==> config.mk <==
export PLATFORM = sky130hd
export DESIGN_NAME = regfile_write_queue_flat
export DESIGN_NICKNAME = d
export VERILOG_FILES = /design/src/rtl/regfile_write_queue_if.sv /design/src/rtl/regfile_write_queue.sv /design/src/flat_wrapper.sv
export SDC_FILE = /design/constraint.sdc
export NUM_CORES = 1
export LEC_CHECK = 0
export CAP_MARGIN = 20
export CORE_MARGIN = 3
export CORE_UTILIZATION = 50
export DETAILED_ROUTE_END_ITERATION = 10
export GPL_TIMING_DRIVEN = 0
export PLACE_DENSITY = 0.78
export SYNTH_ARGS = -nofsm -noshare
export SYNTH_HDL_FRONTEND = slang
export SYNTH_SLANG_ARGS = --single-unit
export TNS_END_PERCENT = 30
==> constraint.sdc <==
create_clock -name clk -period 3.2 [get_ports clk]
set_input_delay 0.64 -clock clk [delete_from_list [all_inputs] [get_ports clk]]
set_output_delay 0.64 -clock clk [all_outputs]
set_load 0.01 [all_outputs]
==> src/rtl/regfile_write_queue_if.sv <==
// rtl/regfile_write_queue_if.sv - producer requests, register-file write port and status of the write queue
interface regfile_write_queue_if #(
   parameter int DEPTH  = 4,
   parameter int DATA_W = 8,
   parameter int ADDR_W = 2
);
   localparam int CNT_W = $clog2(DEPTH) + 1;

   logic                     a_valid;
   logic                     a_ready;
   logic [ADDR_W-1:0]        a_rd;
   logic [DATA_W-1:0]        a_data;
   logic                     b_valid;
   logic                     b_ready;
   logic [ADDR_W-1:0]        b_rd;
   logic [DATA_W-1:0]        b_data;
   logic                     wenabel;
   logic [ADDR_W-1:0]        rd;
   logic [DATA_W-1:0]        write_data;
   logic [(1<<ADDR_W)-1:0]   busy;
   logic [CNT_W-1:0]         count;
   logic                     full;
   logic                     empty;

   modport slave (
      input  a_valid, a_rd, a_data, b_valid, b_rd, b_data,
      output a_ready, b_ready, wenabel, rd, write_data, busy, count, full, empty
   );

   modport master (
      output a_valid, a_rd, a_data, b_valid, b_rd, b_data,
      input  a_ready, b_ready, wenabel, rd, write_data, busy, count, full, empty
   );
endinterface

==> src/rtl/regfile_write_queue.sv <==
// rtl/regfile_write_queue.sv - two-producer write-back FIFO serialising into the register file write port
module regfile_write_queue #(
   parameter int DEPTH  = 4,
   parameter int DATA_W = 8,
   parameter int ADDR_W = 2
) (
   input  logic                 clk,
   input  logic                 rst,
   regfile_write_queue_if.slave bus
);
   localparam int PTR_W = $clog2(DEPTH);
   localparam int CNT_W = PTR_W + 1;
   localparam int NREG  = 1 << ADDR_W;

   logic [ADDR_W-1:0] r_rd_mem   [DEPTH];
   logic [DATA_W-1:0] r_data_mem [DEPTH];
   logic [PTR_W-1:0]  r_wr_ptr;
   logic [PTR_W-1:0]  r_rd_ptr;
   logic [CNT_W-1:0]  r_count;
   logic              r_wen;
   logic [ADDR_W-1:0] r_rd;
   logic [DATA_W-1:0] r_wdata;

   logic              w_a_ready;
   logic              w_b_ready;
   logic              w_a_push;
   logic              w_b_push;
   logic              w_pop;
   logic [PTR_W-1:0]  w_b_ptr;
   logic [NREG-1:0]   w_busy;

   // B is younger, so it only gets the last free slot when A is not competing for it
   assign w_a_ready = !rst && (r_count <= CNT_W'(DEPTH - 1));
   assign w_b_ready = !rst && (bus.a_valid ? (r_count <= CNT_W'(DEPTH - 2))
                                           : (r_count <= CNT_W'(DEPTH - 1)));
   assign w_a_push  = bus.a_valid && w_a_ready;
   assign w_b_push  = bus.b_valid && w_b_ready;
   assign w_pop     = (r_count != '0);
   assign w_b_ptr   = r_wr_ptr + PTR_W'(w_a_push);

   always_ff @(posedge clk) begin
      if (w_a_push) begin
         r_rd_mem[r_wr_ptr]   <= bus.a_rd;
         r_data_mem[r_wr_ptr] <= bus.a_data;
      end
      if (w_b_push) begin
         r_rd_mem[w_b_ptr]    <= bus.b_rd;
         r_data_mem[w_b_ptr]  <= bus.b_data;
      end
   end

   always_ff @(posedge clk) begin
      if (rst) begin
         r_wr_ptr <= '0;
         r_rd_ptr <= '0;
         r_count  <= '0;
         r_wen    <= 1'b0;
         r_rd     <= '0;
         r_wdata  <= '0;
      end else begin
         r_wr_ptr <= r_wr_ptr + PTR_W'(w_a_push) + PTR_W'(w_b_push);
         r_count  <= r_count + CNT_W'(w_a_push) + CNT_W'(w_b_push) - CNT_W'(w_pop);
         r_wen    <= w_pop;
         if (w_pop) begin
            r_rd     <= r_rd_mem[r_rd_ptr];
            r_wdata  <= r_data_mem[r_rd_ptr];
            r_rd_ptr <= r_rd_ptr + 1'b1;
         end
      end
   end

   // An entry is live when its distance from the read pointer is below the occupancy
   always_comb begin
      w_busy = '0;
      for (int i = 0; i < DEPTH; i++) begin
         if ({1'b0, PTR_W'(PTR_W'(i) - r_rd_ptr)} < r_count) begin
            w_busy[r_rd_mem[i]] = 1'b1;
         end
      end
      if (r_wen) begin
         w_busy[r_rd] = 1'b1;
      end
   end

   assign bus.a_ready    = w_a_ready;
   assign bus.b_ready    = w_b_ready;
   assign bus.wenabel    = r_wen;
   assign bus.rd         = r_rd;
   assign bus.write_data = r_wdata;
   assign bus.busy       = w_busy;
   assign bus.count      = r_count;
   assign bus.full       = (r_count == CNT_W'(DEPTH));
   assign bus.empty      = (r_count == '0);
endmodule

==> src/flat_wrapper.sv <==
// flat-port wrapper written by rule: the top's interface ports become plain ports
module regfile_write_queue_flat 
#(
   parameter int DEPTH  = 4,
   parameter int DATA_W = 8,
   parameter int ADDR_W = 2
)
  (clk, rst, bus_a_valid, bus_a_rd, bus_a_data, bus_b_valid, bus_b_rd, bus_b_data, bus_a_ready, bus_b_ready, bus_wenabel, bus_rd, bus_write_data, bus_busy, bus_count, bus_full, bus_empty);
  regfile_write_queue_if #(.DEPTH(DEPTH), .DATA_W(DATA_W), .ADDR_W(ADDR_W)) bus_i ();
  input  logic clk;
  input  logic rst;
  input wire logic [$bits(bus_i.a_valid)-1:0] bus_a_valid;
  input wire logic [$bits(bus_i.a_rd)-1:0] bus_a_rd;
  input wire logic [$bits(bus_i.a_data)-1:0] bus_a_data;
  input wire logic [$bits(bus_i.b_valid)-1:0] bus_b_valid;
  input wire logic [$bits(bus_i.b_rd)-1:0] bus_b_rd;
  input wire logic [$bits(bus_i.b_data)-1:0] bus_b_data;
  output wire logic [$bits(bus_i.a_ready)-1:0] bus_a_ready;
  output wire logic [$bits(bus_i.b_ready)-1:0] bus_b_ready;
  output wire logic [$bits(bus_i.wenabel)-1:0] bus_wenabel;
  output wire logic [$bits(bus_i.rd)-1:0] bus_rd;
  output wire logic [$bits(bus_i.write_data)-1:0] bus_write_data;
  output wire logic [$bits(bus_i.busy)-1:0] bus_busy;
  output wire logic [$bits(bus_i.count)-1:0] bus_count;
  output wire logic [$bits(bus_i.full)-1:0] bus_full;
  output wire logic [$bits(bus_i.empty)-1:0] bus_empty;
  assign bus_i.a_valid = bus_a_valid;
  assign bus_i.a_rd = bus_a_rd;
  assign bus_i.a_data = bus_a_data;
  assign bus_i.b_valid = bus_b_valid;
  assign bus_i.b_rd = bus_b_rd;
  assign bus_i.b_data = bus_b_data;
  assign bus_a_ready = bus_i.a_ready;
  assign bus_b_ready = bus_i.b_ready;
  assign bus_wenabel = bus_i.wenabel;
  assign bus_rd = bus_i.rd;
  assign bus_write_data = bus_i.write_data;
  assign bus_busy = bus_i.busy;
  assign bus_count = bus_i.count;
  assign bus_full = bus_i.full;
  assign bus_empty = bus_i.empty;
  regfile_write_queue #(.DEPTH(DEPTH), .DATA_W(DATA_W), .ADDR_W(ADDR_W)) u_core (.clk(clk), .rst(rst), .bus(bus_i));
endmodule
; ---- Yosys cells after proc, flatten, opt, wreduce, memory -nomap -nowiden
; Memories as Yosys holds them, arrays and structs flattened. A register that Yosys moved wholly into a read port is not among the register bits.
; Cells that the tools add are included.
[word_totals]
in_bits = 24
ram_bits = 40
latch_bits = 0
memories = 2
rom_bits = 0
wordCells = 69
output_inout_bits = 22
regBits = 8
[mem_list]
columns = name, depth, width, rd, rd_ports_with_merged_regs, wr, line_no
row1 = u_core.r_data_mem, 4, 8, 1, 1, 2, regfile_write_queue.sv:16  ; logic [DATA_W-1:0] r_data_mem [DEPTH];
row2 = u_core.r_rd_mem, 4, 2, 5, 1, 2, regfile_write_queue.sv:15  ; logic [ADDR_W-1:0] r_rd_mem [DEPTH];
[op_classes]
bitwise_logic = 4
reduce_logical = 12
n_mux = 20
shift = 0
n_addsub = 10
n_div = 0
n_mul = 0
n_eq_ne = 1
magnitude_cmp = 16
[ops]
columns = cell, n
row1 = two-way mux 4 bit, 5
row2 = OR 4 bit, 4
row3 = less-than comparator 2 x 3 -> 1 bit (second input constant), 5
row4 = less-than comparator 2 x 3 -> 1 bit, 4
row5 = demux 1 bit (select 2 bit), 5
row6 = >= comparator 2 x 1 -> 1 bit (second input constant), 5
row7 = two-way mux 1 bit, 10
row8 = logical AND 1 bit, 9
row9 = adder 3 x 1 -> 3 bit, 2
row10 = less-or-equal comparator 3 x 2 -> 1 bit (second input constant), 2
row11 = adder 2 x 1 -> 2 bit, 2
row12 = subtractor 1 x 2 -> 2 bit (first input constant), 2
row13 = subtractor 2 bit (first input constant), 2
row14 = equality test 3 bit (second input constant), 1
row15 = logical NOT 3 bit, 1
row16 = nonzero test 3 bit, 1
row17 = subtractor 3 x 1 -> 3 bit, 1
row18 = adder 2 x 1 -> 2 bit (second input constant), 1
row19 = logical NOT 1 bit, 1

; ---- Logic depth before layout (Yosys ltp)
; Gate-level depths: netlist (run 1).
[logic_depth]
depth_word = 13
depth_mapped = 13

; ---- Worst setup path after synthesis (run 1)
; OpenSTA, ideal clock, no wires.
[synth_timing]
path_kind = reg2reg
start = register u_core.r_count[2] (netlist: u_core.bus.count[2])
end = memory u_core.r_data_mem[2][0], enable pin
period_less_slack_ns = 3.317
required_time_ns = 2.822
path_buffers = 2
slack_ns = -0.117
t_arrival_ns = 2.939
stages_incl_launch_ff = 13
path_cell_list = dfxtp_1 clkbuf_1 inv_1 ha_1 and3b_2 nor3_1 nand2_1 inv_1 ha_1 nor2b_1 nand4_2 buf_6 o21ai_1
[synth_rtl]
columns = element, line_no
row1 = start: declaration, regfile_write_queue.sv:19  ; logic [CNT_W-1:0] r_count;
row2 = start signal: assignment, regfile_write_queue.sv:62  ; r_count <= r_count + CNT_W'(w_a_push) + CNT_W'(w_b_push) - CNT_W'(w_pop);
row3 = end: declaration, regfile_write_queue.sv:16

==> results.md, run 1 <==
- **worst-path cell chain** buf_6, inv_1, ha_1, and3b_2, nor3_2, nand2_2, inv_1, ha_1, xor2_2, nor2b_4, nand3_2, buf_6, mux2_4
- **number of sinks handled by clock tree synthesis** 58
- **CTS Buffer Depth** 2
- **effective utilization at floorplan** 0.5190
- **count of distinct cell types in the synthesized netlist** 47
- **delay of the slowest cell on the worst path** 0.37 ns
- **Layout Nets** 344
- **weighted congestion reported at the end of routability-driven placement** 0.8789
- **pin count of the biggest net entering global routing** 11
- **sort of element at the start of the critical path** flip-flop
- **post-route cell area** 0.004190 sq mm
- **final worst path period share** 0.9545
- **overall routed net length** 7.138 mm
- **DRC violations left** 0
- **vias** 2187
- **power per unit of standard cell area** 828.0 mW/mm^2
- **die extent in x** 87.42 um
- **crit-path max FO** 10
- **Hold Violations, Final** 0
- **GR Overflow Total** 0
- **Die Height** 87.42 um
- **slowest stage cell, crit path** sky130_fd_sc_hd__dfxtp_1
- **netlist area before placement** 0.003314 sq mm
- **area added between synthesis and finish** 26.43%
- **cell at the root of the clock tree** sky130_fd_sc_hd__clkbuf_8
- **post-detailed-placement half-perimeter wirelength** 4.992 mm
- **count of TritonRoute iterations in the first routing pass** 4
- **result of the run** complete, no violations
- **VDD IR max** 0.0004592 V
- **input/output buffers** 45
- **average detailed-routed wire length per instance** 18.26 um
- **net count after synthesis** 286
- **Cell Rows** 29
- **Inserted Clock Buffers** 9
- **final setup vio count** 0
- **Yosys top cell by area** sky130_fd_sc_hd__edfxtp_1
- **number of nets with antenna violations after detailed routing** 0
- **via count of the first global-routing pass** 2191
- **number of max-slew violations in the final report** 0
- **clock skew after layout** 0.007623 ns
- **initial antenna violation count** 0
- **Avg Inst Size Synth** 13.20 sq um
- **hold crit path type** reg -> reg
- **number of H-tree levels** 3
- **endpoint type of the worst setup path** flip-flop
- **aggregate global-route resource usage** 0.1967
- **Max Freq** 327.4 MHz
- **worst-margin pin slew** 0.6246 ns
- **Inst Count DP** 374
- **number of max-cap violations** 0
- **endpoint arrival time on the critical path** 3.13 ns
- **CP Data Required Time** 3.28 ns
- **RSZ-0062 raised after global routing** yes
- **register clock-pin slew on the reported worst setup and hold paths** 0.06 ns
- **time the final worst path needs with I/O delays and setup** 3.055 ns
- **kind of critical path** reg -> reg
- **Post-CTS Hold Buffers** 0
- **number of DRC violations after detailed-routing iteration 0** 159
- **Synth Instances** 251
- **clock tree from TritonCTS** done
- **Post-synth EDFFs** 40
- **top_reg_cell synth** sky130_fd_sc_hd__edfxtp_1
- **register area share after synthesis** 0.4711
- **worst hold slack after final layout** 0.4489 ns
- **first-pass GRT wire length** 11.01 mm
- **Pleak** 0.001674 uW
- **final worst setup slack** 0.1455 ns
- **worst setup slack after placement** -0.7498 ns
- **mean number of vias per cell** 5.593
- **biggest area contributors in the synthesized netlist** sky130_fd_sc_hd__edfxtp_1, sky130_fd_sc_hd__mux2_4, sky130_fd_sc_hd__dfxtp_1, sky130_fd_sc_hd__mux4_2, sky130_fd_sc_hd__ha_1
- **ANT cells** 0
- **IO Count** 46
- **die area** 0.007641 sq mm
- **Power, Total** 3470 uW
- **clock insertion delay at the later pin of the skew report** 0.33 ns
- **top cell type's share of synthesized area** 0.3624
- **headroom to the max-slew limit** 0.5835
- **number of filler cells placed in the layout** 484
- **placement-stage cell area** 0.003877 sq mm
- **Finished Layout Cells** 391
- **number of synthesized register bits** 58
- **core region area** 0.006386 sq mm
- **number of synthesis warnings** 0
- **fraction of layout instances using a drive strength above 1** 0.3248
- **proportion of register bits with asynchronous set or reset after synthesis** 0
what timing repair did:
action	CTS	global route
gates resized for setup	27	25
setup endpoints to repair	82	73
pin swaps	0	2
setup buffers	0	1
worst max-delay path: cells and delay by family, from the launching register on:
kind,cells,cell delay (ns)
muxes,1,0.31
and+or+nand+nor,5,0.85
xor gates and xnor gates,1,0.25
DFF,1,0.37
buffers and inverters,4,0.61
adders and majority gates,2,0.39
cell usage in the layout (no fill, tap or decap), types with 2 or more instances in the layout:
cell type	count
sky130_fd_sc_hd__nor4b_1	2
sky130_fd_sc_hd__inv_1	17
sky130_fd_sc_hd__o21ai_0	3
sky130_fd_sc_hd__ha_1	9
sky130_fd_sc_hd__dfxtp_1	17
sky130_fd_sc_hd__a2111oi_2	2
sky130_fd_sc_hd__clkdlybuf4s50_1	41
sky130_fd_sc_hd__nor2_1	9
sky130_fd_sc_hd__a31oi_1	4
sky130_fd_sc_hd__buf_6	7
sky130_fd_sc_hd__clkbuf_1	4
sky130_fd_sc_hd__buf_4	2
sky130_fd_sc_hd__nor2b_4	3
sky130_fd_sc_hd__nand2_1	24
sky130_fd_sc_hd__xnor2_1	3
sky130_fd_sc_hd__edfxtp_1	40
sky130_fd_sc_hd__o211ai_1	2
sky130_fd_sc_hd__nor2b_1	3
sky130_fd_sc_hd__nand3_2	2
sky130_fd_sc_hd__clkbuf_8	10
sky130_fd_sc_hd__a311oi_1	2
sky130_fd_sc_hd__o21ai_2	2
sky130_fd_sc_hd__dlygate4sd2_1	2
sky130_fd_sc_hd__mux2_4	36
sky130_fd_sc_hd__mux4_2	10
sky130_fd_sc_hd__mux2_1	3
sky130_fd_sc_hd__a21oi_1	11
sky130_fd_sc_hd__clkinv_2	3
sky130_fd_sc_hd__fa_1	2
sky130_fd_sc_hd__a2111oi_4	2
sky130_fd_sc_hd__buf_2	2
layer usage:
layer | GRT usage | share of wire | vias to the layer above | wire length, um
met5 | 0 | 0 | - | 0
met4 | 0.09484 | 0.022 | 0 | 159
met3 | 0.02838 | 0.041 | 13 | 295
met2 | 0.3514 | 0.55 | 63 | 3901
met1 | 0.2292 | 0.39 | 1059 | 2782
li1 | - | - | 1052 | -
flip-flops by register name, summed over array words and instances (netlist names):
signal / count
u_core.r_rd_mem: 8
u_core.bus.rd: 2
u_core.r_wr_ptr: 2
u_core.r_data_mem: 32
u_core.bus.count: 3
u_core.bus.wenabel: 1
u_core.bus.write_data: 8
u_core.r_rd_ptr: 2
power by group:
group | switching, uW | internal (uW)
clock | 273 | 296
combinational | 885 | 895
sequential | 127 | 994
total | 1290 | 2180
cells in the mapped netlist (5+ instances only):
master	n
sky130_fd_sc_hd__nor2b_1	7
sky130_fd_sc_hd__mux4_2	10
sky130_fd_sc_hd__nand2_1	26
sky130_fd_sc_hd__inv_1	18
sky130_fd_sc_hd__mux2_4	36
sky130_fd_sc_hd__dfxtp_1	18
sky130_fd_sc_hd__ha_1	9
sky130_fd_sc_hd__nor2_1	9
sky130_fd_sc_hd__a21oi_1	11
sky130_fd_sc_hd__edfxtp_1	40
sky130_fd_sc_hd__o21ai_0	5
final timing paths:
kind                                 start                        to  slack, ns  cells after the start
setup / recovery       u_core.bus.count[2]   u_core.r_data_mem[3][1]       0.15                     13
hold / removal    u_core.bus.write_data[3]  u_core.bus.write_data[3]       0.45                      2
setup reg to reg       u_core.bus.count[2]   u_core.r_data_mem[3][1]       0.15                     13
hold reg to reg   u_core.bus.write_data[3]  u_core.bus.write_data[3]       0.45                      2
through the flow:
step | util | setup TNS (ns)
after global placement | 0.6052 | -36.02
after detailed placement | 0.6072 | -40.30
after global routing | 0.6562 | -0.6546
after CTS | 0.6424 | 0
final | 0.6562 | 0
after floorplan | - | -1.815
cell families (layout without fill, tap and decap cells):
logic type | count (synthesis) | count (layout) | synth area share
AO/OA/AOI/OAI | 36 | 36 | 0.07776
XOR/XNOR | 5 | 5 | 0.01548
adder cells (fa/ha/maj) | 11 | 11 | 0.04606
buffers and inverters | 31 | 94 | 0.04530
flip-flops | 58 | 58 | 0.4711
multiplexers | 50 | 50 | 0.2446
AND/OR/NAND/NOR | 60 | 60 | 0.09966
cell type report:
class                           instances  area [sq um]  area share
Clock inverter                          4         18.77    0.004479
Multi-Input combinational cell        162          1727      0.4121
Tap cell                               77         96.34     0.02299
Buffer                                 13         115.1     0.02747
Inverter                               18         67.56     0.01612
Clock buffer                           12         145.1     0.03464
Sequential cell                        58          1563      0.3729
Timing Repair Buffer                   47         457.9      0.1093
Power figures use the tool's default switching activity.
==> inputs of run 2 (changes only) <==
--- a/config.mk
+++ b/config.mk
@@ -14,4 +14,4 @@
 export SYNTH_ARGS = -nofsm -noshare
 export SYNTH_HDL_FRONTEND = slang
 export SYNTH_SLANG_ARGS = --single-unit
-export TNS_END_PERCENT = 30
+export TNS_END_PERCENT = 10
==> results.md, run 2 (same netlist as run 1, synthesis figures left out) <==
- **clock tree from TritonCTS** done, unchanged
- **multi-input gate area in the final layout** 0.001717 sq mm, was 0.001727 sq mm
- **GRT met3 Usage** 0.03974, was 0.02838
- **GR Layer Usage met1** 0.2214, was 0.2292
- **mean number of vias per cell** 5.718, was 5.593
- **hold crit path type** reg -> reg, unchanged
- **number of nets with antenna violations after detailed routing** 0, unchanged
- **die extent in x** 87.42 um, unchanged
- **area added between synthesis and finish** 27.94%, was 26.43%
- **Pleak** 0.001692 uW, was 0.001674 uW
- **overall routed net length** 7.010 mm, was 7.138 mm
- **flip-flop count of the largest register, all copies and words added** 32, unchanged
- **Power, Total** 3585 uW, was 3470 uW
- **cell at the root of the clock tree** sky130_fd_sc_hd__clkbuf_8, unchanged
- **GR Overflow Total** 0, unchanged
- **number of filler cells placed in the layout** 452, was 484
- **IO Count** 46, unchanged
- **CP Data Required Time** 2.56 ns, was 3.28 ns
- **final setup vio count** 0, unchanged
- **Most Crowded Layer GR** met2, unchanged
- **aggregate global-route resource usage** 0.1899, was 0.1967
- **effective utilization at floorplan** 0.5190, unchanged
- **headroom to the max-slew limit** 0.5827, was 0.5835
- **CTS Buffer Depth** 2, unchanged
- **Layout Nets** 346, was 344
- **Die Height** 87.42 um, unchanged
- **most frequent standard cell in the layout excluding fill and tap cells** sky130_fd_sc_hd__clkdlybuf4s50_1, unchanged
- **worst reg2reg path startpoint** u_core.bus.count[2], unchanged
- **Inst Count DP** 375, was 374
- **ANT cells** 0, unchanged
- **Cell Rows** 29, unchanged
- **sort of element at the start of the critical path** flip-flop, unchanged
- **time the final worst path needs with I/O delays and setup** 3.070 ns, was 3.055 ns
- **leading cell types in the layout, fill and taps excluded** sky130_fd_sc_hd__clkdlybuf4s50_1, sky130_fd_sc_hd__edfxtp_1, sky130_fd_sc_hd__mux2_4, unchanged
- **VDD IR max** 0.0005371 V, was 0.0004592 V
- **pin count of the biggest net entering global routing** 12, was 11
- **worst-path cell chain** buf_6, buf_8, xnor2_1, ha_1, nor2b_4, a2111oi_2, a31oi_1, o211ai_1, dlygate4sd2_1, was buf_6, inv_1, ha_1, and3b_2, nor3_2, nand2_2, inv_1, ha_1, xor2_2, nor2b_4, nand3_2, buf_6, mux2_4
- **delay of the slowest cell on the worst path** 0.39 ns, was 0.37 ns
- **endpoint arrival time on the critical path** 2.43 ns, was 3.13 ns
- **clock skew after layout** 0.01481 ns, was 0.007623 ns
- **Largest Register** u_core.r_data_mem, unchanged
- **crit-path max FO** 10, unchanged
- **number of DRC violations after detailed-routing iteration 0** 133, was 159
- **number of cells on the worst reg-to-reg path** 13, unchanged
- **post-detailed-placement half-perimeter wirelength** 5.023 mm, was 4.992 mm
- **input/output buffers** 45, unchanged
- **kind of critical path** reg -> out, was reg -> reg
- **count of TritonRoute iterations in the first routing pass** 4, unchanged
- **depth of the worst hold-timing path** 2, unchanged
- **via count of the first global-routing pass** 2121, was 2191
- **number of max-slew violations in the final report** 0, unchanged
- **vias** 2247, was 2187
- **number of max-cap violations** 0, unchanged
- **endpoint of the worst hold-timing path** u_core.bus.write_data[5], was u_core.bus.write_data[3]
- **post-route cell area** 0.004240 sq mm, was 0.004190 sq mm
- **endpoint type of the worst setup path** output pin, was flip-flop
- **first-pass GRT wire length** 10.62 mm, was 11.01 mm
- **Inserted Clock Buffers** 9, unchanged
- **DRC violations left** 0, unchanged
- **slowest stage cell, crit path** sky130_fd_sc_hd__a2111oi_2, was sky130_fd_sc_hd__dfxtp_1
- **register clock-pin slew on the reported worst setup and hold paths** 0.08 ns, was 0.06 ns
- **Hold Startpoint** u_core.bus.write_data[5], was u_core.bus.write_data[3]
- **placement-stage cell area** 0.003885 sq mm, was 0.003877 sq mm
- **weighted congestion reported at the end of routability-driven placement** 0.8560, was 0.8789
- **fraction of layout instances using a drive strength above 1** 0.3418, was 0.3248
- **Crit Reg-Reg Endpoint** u_core.r_data_mem[3][7], was u_core.r_data_mem[3][1]
- **power per unit of standard cell area** 845.5 mW/mm^2, was 828.0 mW/mm^2
- **worst hold slack after final layout** 0.4514 ns, was 0.4489 ns
- **Hold Violations, Final** 0, unchanged
- **Post-CTS Hold Buffers** 0, unchanged
- **core region area** 0.006386 sq mm, unchanged
- **initial antenna violation count** 0, unchanged
- **average detailed-routed wire length per instance** 17.84 um, was 18.26 um
- **die area** 0.007641 sq mm, unchanged
- **source of the critical timing path** u_core.r_rd_ptr[0], was u_core.bus.count[2]
- **final worst path period share** 0.9594, was 0.9545
- **Finished Layout Cells** 393, was 391
- **number of H-tree levels** 3, unchanged
- **clock insertion delay at the later pin of the skew report** 0.35 ns, was 0.33 ns
- **number of sinks handled by clock tree synthesis** 58, unchanged
- **result of the run** complete, no violations, unchanged
- **met2 global-route usage** 0.3342, was 0.3514
- **Max Freq** 325.7 MHz, was 327.4 MHz
- **register-to-register path setup slack** 0.27 ns, was 0.15 ns
- **Total Neg Setup Slack** 0 ns, unchanged
- **worst-margin pin slew** 0.6258 ns, was 0.6246 ns
- **sequential cell area** 0.001563 sq mm, unchanged
run 2: per-layer routing:
metal,vias to the layer above,share of wire
met3,13,0.044
met4,0,0.015
met5,-,0
met2,70,0.54
li1,1062,-
met1,1102,0.40
run 2: stage by stage:
| step | utilization | worst slack, ns |
|---|---|---|
| 2_1_floorplan | - | -0.1064 |
| 3_3_place_gp | 0.6052 | -0.8064 |
| 3_5_place_dp | 0.6083 | -0.7432 |
| 4_1_cts | 0.6491 | -0.02996 |
| 5_1_grt | 0.6640 | -0.0009051 |
| 6_report | 0.6640 | 0.1299 |
run 2: how the worst max path moves through the flow:
stage | endpoint | slack, ns | cells past startpoint
after floorplan | u_core.r_data_mem[1][0] | -0.11 | 13
after detailed placement | u_core.r_data_mem[1][5] | -0.74 | 12
final | bus_busy[2] | 0.13 | 9
after CTS | bus_busy[0] | -0.03 | 9
after global routing | bus_busy[0] | -0.0009 | 9
after global placement | u_core.r_data_mem[1][3] | -0.81 | 11
run 2: power breakdown:
group	total (uW)	switching (uW)	internal [uW]
Sequential	1120	129	993
Combinational	1780	871	907
Clock	686	306	380
Total	3590	1310	2280
run 2: what timing repair did:
item | 4_1_cts | 5_1_grt
buffers inserted | 0 | 2
pin swaps | 1 | 1
resized for setup | 27 | 22
cloned | 0 | 0
endpoints found under the setup margin | 83 | 81
run 2: layout make-up:
cell class,count,area share
clock inverters,6,0.01564
plain buffers,13,0.02715
repair buffers,49,0.1127
well taps,77,0.02272
multi-input cells,162,0.4048
clock buffers,10,0.03246
flip-flops and latches,58,0.3685
inverters,18,0.01593
run 2: worst max-delay path, delay by kind of cell (launching register included):
| family | cells | cell delay (ns) |
|---|---|---|
| AOI/OAI and AO/OA | 3 | 0.56 |
| xor gates and xnor gates | 1 | 0.15 |
| and+or+nand+nor | 1 | 0.16 |
| buffers and inverters | 3 | 0.61 |
| DFF | 1 | 0.32 |
| adders and majority gates | 1 | 0.27 |
==> inputs of run 3 (changes only) <==
--- a/config.mk
+++ b/config.mk
@@ -7,10 +7,10 @@
 export LEC_CHECK = 0
 export CAP_MARGIN = 20
 export CORE_MARGIN = 3
-export CORE_UTILIZATION = 50
+export CORE_UTILIZATION = 40
 export DETAILED_ROUTE_END_ITERATION = 10
 export GPL_TIMING_DRIVEN = 0
-export PLACE_DENSITY = 0.78
+export PLACE_DENSITY = 0.65
 export SYNTH_ARGS = -nofsm -noshare
 export SYNTH_HDL_FRONTEND = slang
 export SYNTH_SLANG_ARGS = --single-unit
==> results.md, run 3 (same netlist as run 1, synthesis figures left out) <==
- **delay of the slowest cell on the worst path** 0.43 ns, was 0.39 ns
- **headroom to the max-slew limit** 0.5851, was 0.5827
- **effective utilization at floorplan** 0.4202, was 0.5190
- **Hold Startpoint** u_core.bus.write_data[1], was u_core.bus.write_data[5]
- **aggregate global-route resource usage** 0.1540, was 0.1899
- **initial antenna violation count** 0, unchanged
- **endpoint arrival time on the critical path** 2.50 ns, was 2.43 ns
- **cell at the root of the clock tree** sky130_fd_sc_hd__clkbuf_8, unchanged
- **DRC violations left** 0, unchanged
- **number of max-cap violations** 0, unchanged
- **flip-flop count of the largest register, all copies and words added** 32, unchanged
- **crit-path max FO** 10, unchanged
- **Inst Count DP** 400, was 375
- **mean number of vias per cell** 5.208, was 5.718
- **sort of element at the start of the critical path** flip-flop, unchanged
- **input/output buffers** 45, unchanged
- **number of sinks handled by clock tree synthesis** 58, unchanged
- **pin count of the biggest net entering global routing** 11, was 12
- **average detailed-routed wire length per instance** 16.85 um, was 17.84 um
- **Die Height** 97.03 um, was 87.42 um
- **GR Overflow Total** 0, unchanged
- **endpoint type of the worst setup path** output pin, unchanged
- **worst reg2reg path startpoint** u_core.bus.count[2], unchanged
- **area added between synthesis and finish** 28.69%, was 27.94%
- **Layout Nets** 347, was 346
- **number of max-slew violations in the final report** 0, unchanged
- **leading cell types in the layout, fill and taps excluded** sky130_fd_sc_hd__clkdlybuf4s50_1, sky130_fd_sc_hd__edfxtp_1, sky130_fd_sc_hd__mux2_4, unchanged
- **VDD IR max** 0.0002652 V, was 0.0005371 V
- **clock insertion delay at the later pin of the skew report** 0.33 ns, was 0.35 ns
- **Max Freq** 318.0 MHz, was 325.7 MHz
- **count of TritonRoute iterations in the first routing pass** 5, was 4
- **CP Data Required Time** 2.56 ns, about the same
- **core region area** 0.007888 sq mm, was 0.006386 sq mm
- **result of the run** complete, no violations, unchanged
- **ANT cells** 0, unchanged
- **Finished Layout Cells** 419, was 393
- **time the final worst path needs with I/O delays and setup** 3.144 ns, was 3.070 ns
- **post-detailed-placement half-perimeter wirelength** 5.072 mm, was 5.023 mm
- **die area** 0.009414 sq mm, was 0.007641 sq mm
- **Hold Violations, Final** 0, unchanged
- **CTS Buffer Depth** 2, unchanged
- **RSZ-0062 raised after global routing** yes
- **slowest stage cell, crit path** sky130_fd_sc_hd__dfxtp_1, was sky130_fd_sc_hd__a2111oi_2
- **clock tree from TritonCTS** done, unchanged
- **endpoint of the worst hold-timing path** u_core.bus.write_data[1], was u_core.bus.write_data[5]
- **number of cells on the worst reg-to-reg path** 13, unchanged
- **die extent in x** 97.03 um, was 87.42 um
- **Crit Reg-Reg Endpoint** u_core.r_data_mem[3][1], was u_core.r_data_mem[3][7]
- **fraction of layout instances using a drive strength above 1** 0.3281, was 0.3418
- **worst hold slack after final layout** 0.4509 ns, was 0.4514 ns
- **depth of the worst hold-timing path** 2, unchanged
- **kind of critical path** reg -> out, unchanged
- **Cell Rows** 32, was 29
- **number of nets with antenna violations after detailed routing** 0, unchanged
- **number of DRC violations after detailed-routing iteration 0** 105, was 133
- **number of H-tree levels** 3, unchanged
- **Pleak** 0.001702 uW, was 0.001692 uW
- **hold crit path type** reg -> reg, unchanged
- **most frequent standard cell in the layout excluding fill and tap cells** sky130_fd_sc_hd__clkdlybuf4s50_1, unchanged
- **worst-margin pin slew** 0.6222 ns, was 0.6258 ns
- **IO Count** 46, unchanged
- **overall routed net length** 7.059 mm, was 7.010 mm
- **first-pass GRT wire length** 11.33 mm, was 10.62 mm
- **vias** 2182, was 2247
- **final worst path period share** 0.9826, was 0.9594
- **via count of the first global-routing pass** 2254, was 2121
- **Largest Register** u_core.r_data_mem, unchanged
- **weighted congestion reported at the end of routability-driven placement** 0.7972, was 0.8560
- **final setup vio count** 0, unchanged
- **register-to-register path setup slack** 0.21 ns, was 0.27 ns
- **Inserted Clock Buffers** 9, unchanged
- **register clock-pin slew on the reported worst setup and hold paths** 0.07 ns, was 0.08 ns
- **clock skew after layout** 0.004760 ns, was 0.01481 ns
- **worst-path cell chain** buf_6, inv_1, ha_1, a211oi_2, nor4b_1, a311oi_1, o311ai_0, dlygate4sd2_1, was buf_6, buf_8, xnor2_1, ha_1, nor2b_4, a2111oi_2, a31oi_1, o211ai_1, dlygate4sd2_1
- **number of filler cells placed in the layout** 667, was 452
- **final core area utilization** 0.5408, was 0.6640
- **power per unit of standard cell area** 831.0 mW/mm^2, was 845.5 mW/mm^2
## run 3: metal layers
layer  vias up  global-route usage  wire length [um]
met5         -                   0                 0
met4         0             0.05832               131
met3        13             0.03677               351
met2        61              0.2744              3689
met1      1052              0.1784              2885
li1       1056                   -                 -
## run 3: what timing repair did
item | in CTS | in global routing
pin swaps | 1 | 2
buffers inserted | 0 | 3
hold buffers | 0 | 0
gates resized for setup | 25 | 18
endpoints found under the setup margin | 82 | 81
## run 3: critical path, delay by kind of cell, from the launching register on
family | cells | cell delay [ns]
buffers and inverters | 3 | 0.60
and+or+nand+nor | 1 | 0.11
adders and majority gates | 1 | 0.30
DFF | 1 | 0.43
AOI/OAI and AO/OA | 3 | 0.72
## run 3: where the power goes
group	internal (uW)	switching [uW]	total, uW	leakage (uW)
registers	992	125	1120	0.000514
logic	886	851	1740	0.00108
clock network	398	292	690	0.000107
## run 3: final cells by class
| class | instances | area (sq um) | area share |
|---|---|---|---|
| multi-input combinational | 162 | 1700 | 0.3987 |
| sequential | 58 | 1562 | 0.3661 |
| timing repair buffer | 50 | 484.2 | 0.1135 |
| clock buffer | 11 | 151.4 | 0.03549 |
| tap | 102 | 127.6 | 0.02992 |
| buffer | 13 | 120.1 | 0.02816 |
| inverter | 18 | 67.56 | 0.01584 |
| clock inverter | 5 | 52.55 | 0.01232 |
## run 3: through the flow
step | setup slack, ns | cell area [sq um] | TNS [ns] | total power (uW)
2_1_floorplan | -0.1064 | 3318 | -2.400 | 2126
3_3_place_gp | -0.8693 | 3896 | -40.35 | 2684
3_5_place_dp | -0.7110 | 3916 | -38.93 | 2726
4_1_cts | -0.01275 | 4175 | -0.01275 | 3451
5_1_grt | -0.03864 | 4265 | -0.1413 | 3776
6_report | 0.05561 | 4265 | 0 | 3544
## run 3: how the worst max path moves through the flow
stage	startpoint	endpoint	slack, ns
2_1_floorplan	u_core.bus.count[2]	u_core.r_data_mem[1][0]	-0.11
3_3_place_gp	rst	u_core.r_data_mem[1][3]	-0.87
3_5_place_dp	rst	u_core.r_data_mem[1][3]	-0.71
4_1_cts	u_core.r_rd_ptr[1]	bus_busy[0]	-0.01
5_1_grt	u_core.r_rd_ptr[1]	bus_busy[1]	-0.04
6_report	u_core.r_rd_ptr[1]	bus_busy[1]	0.06
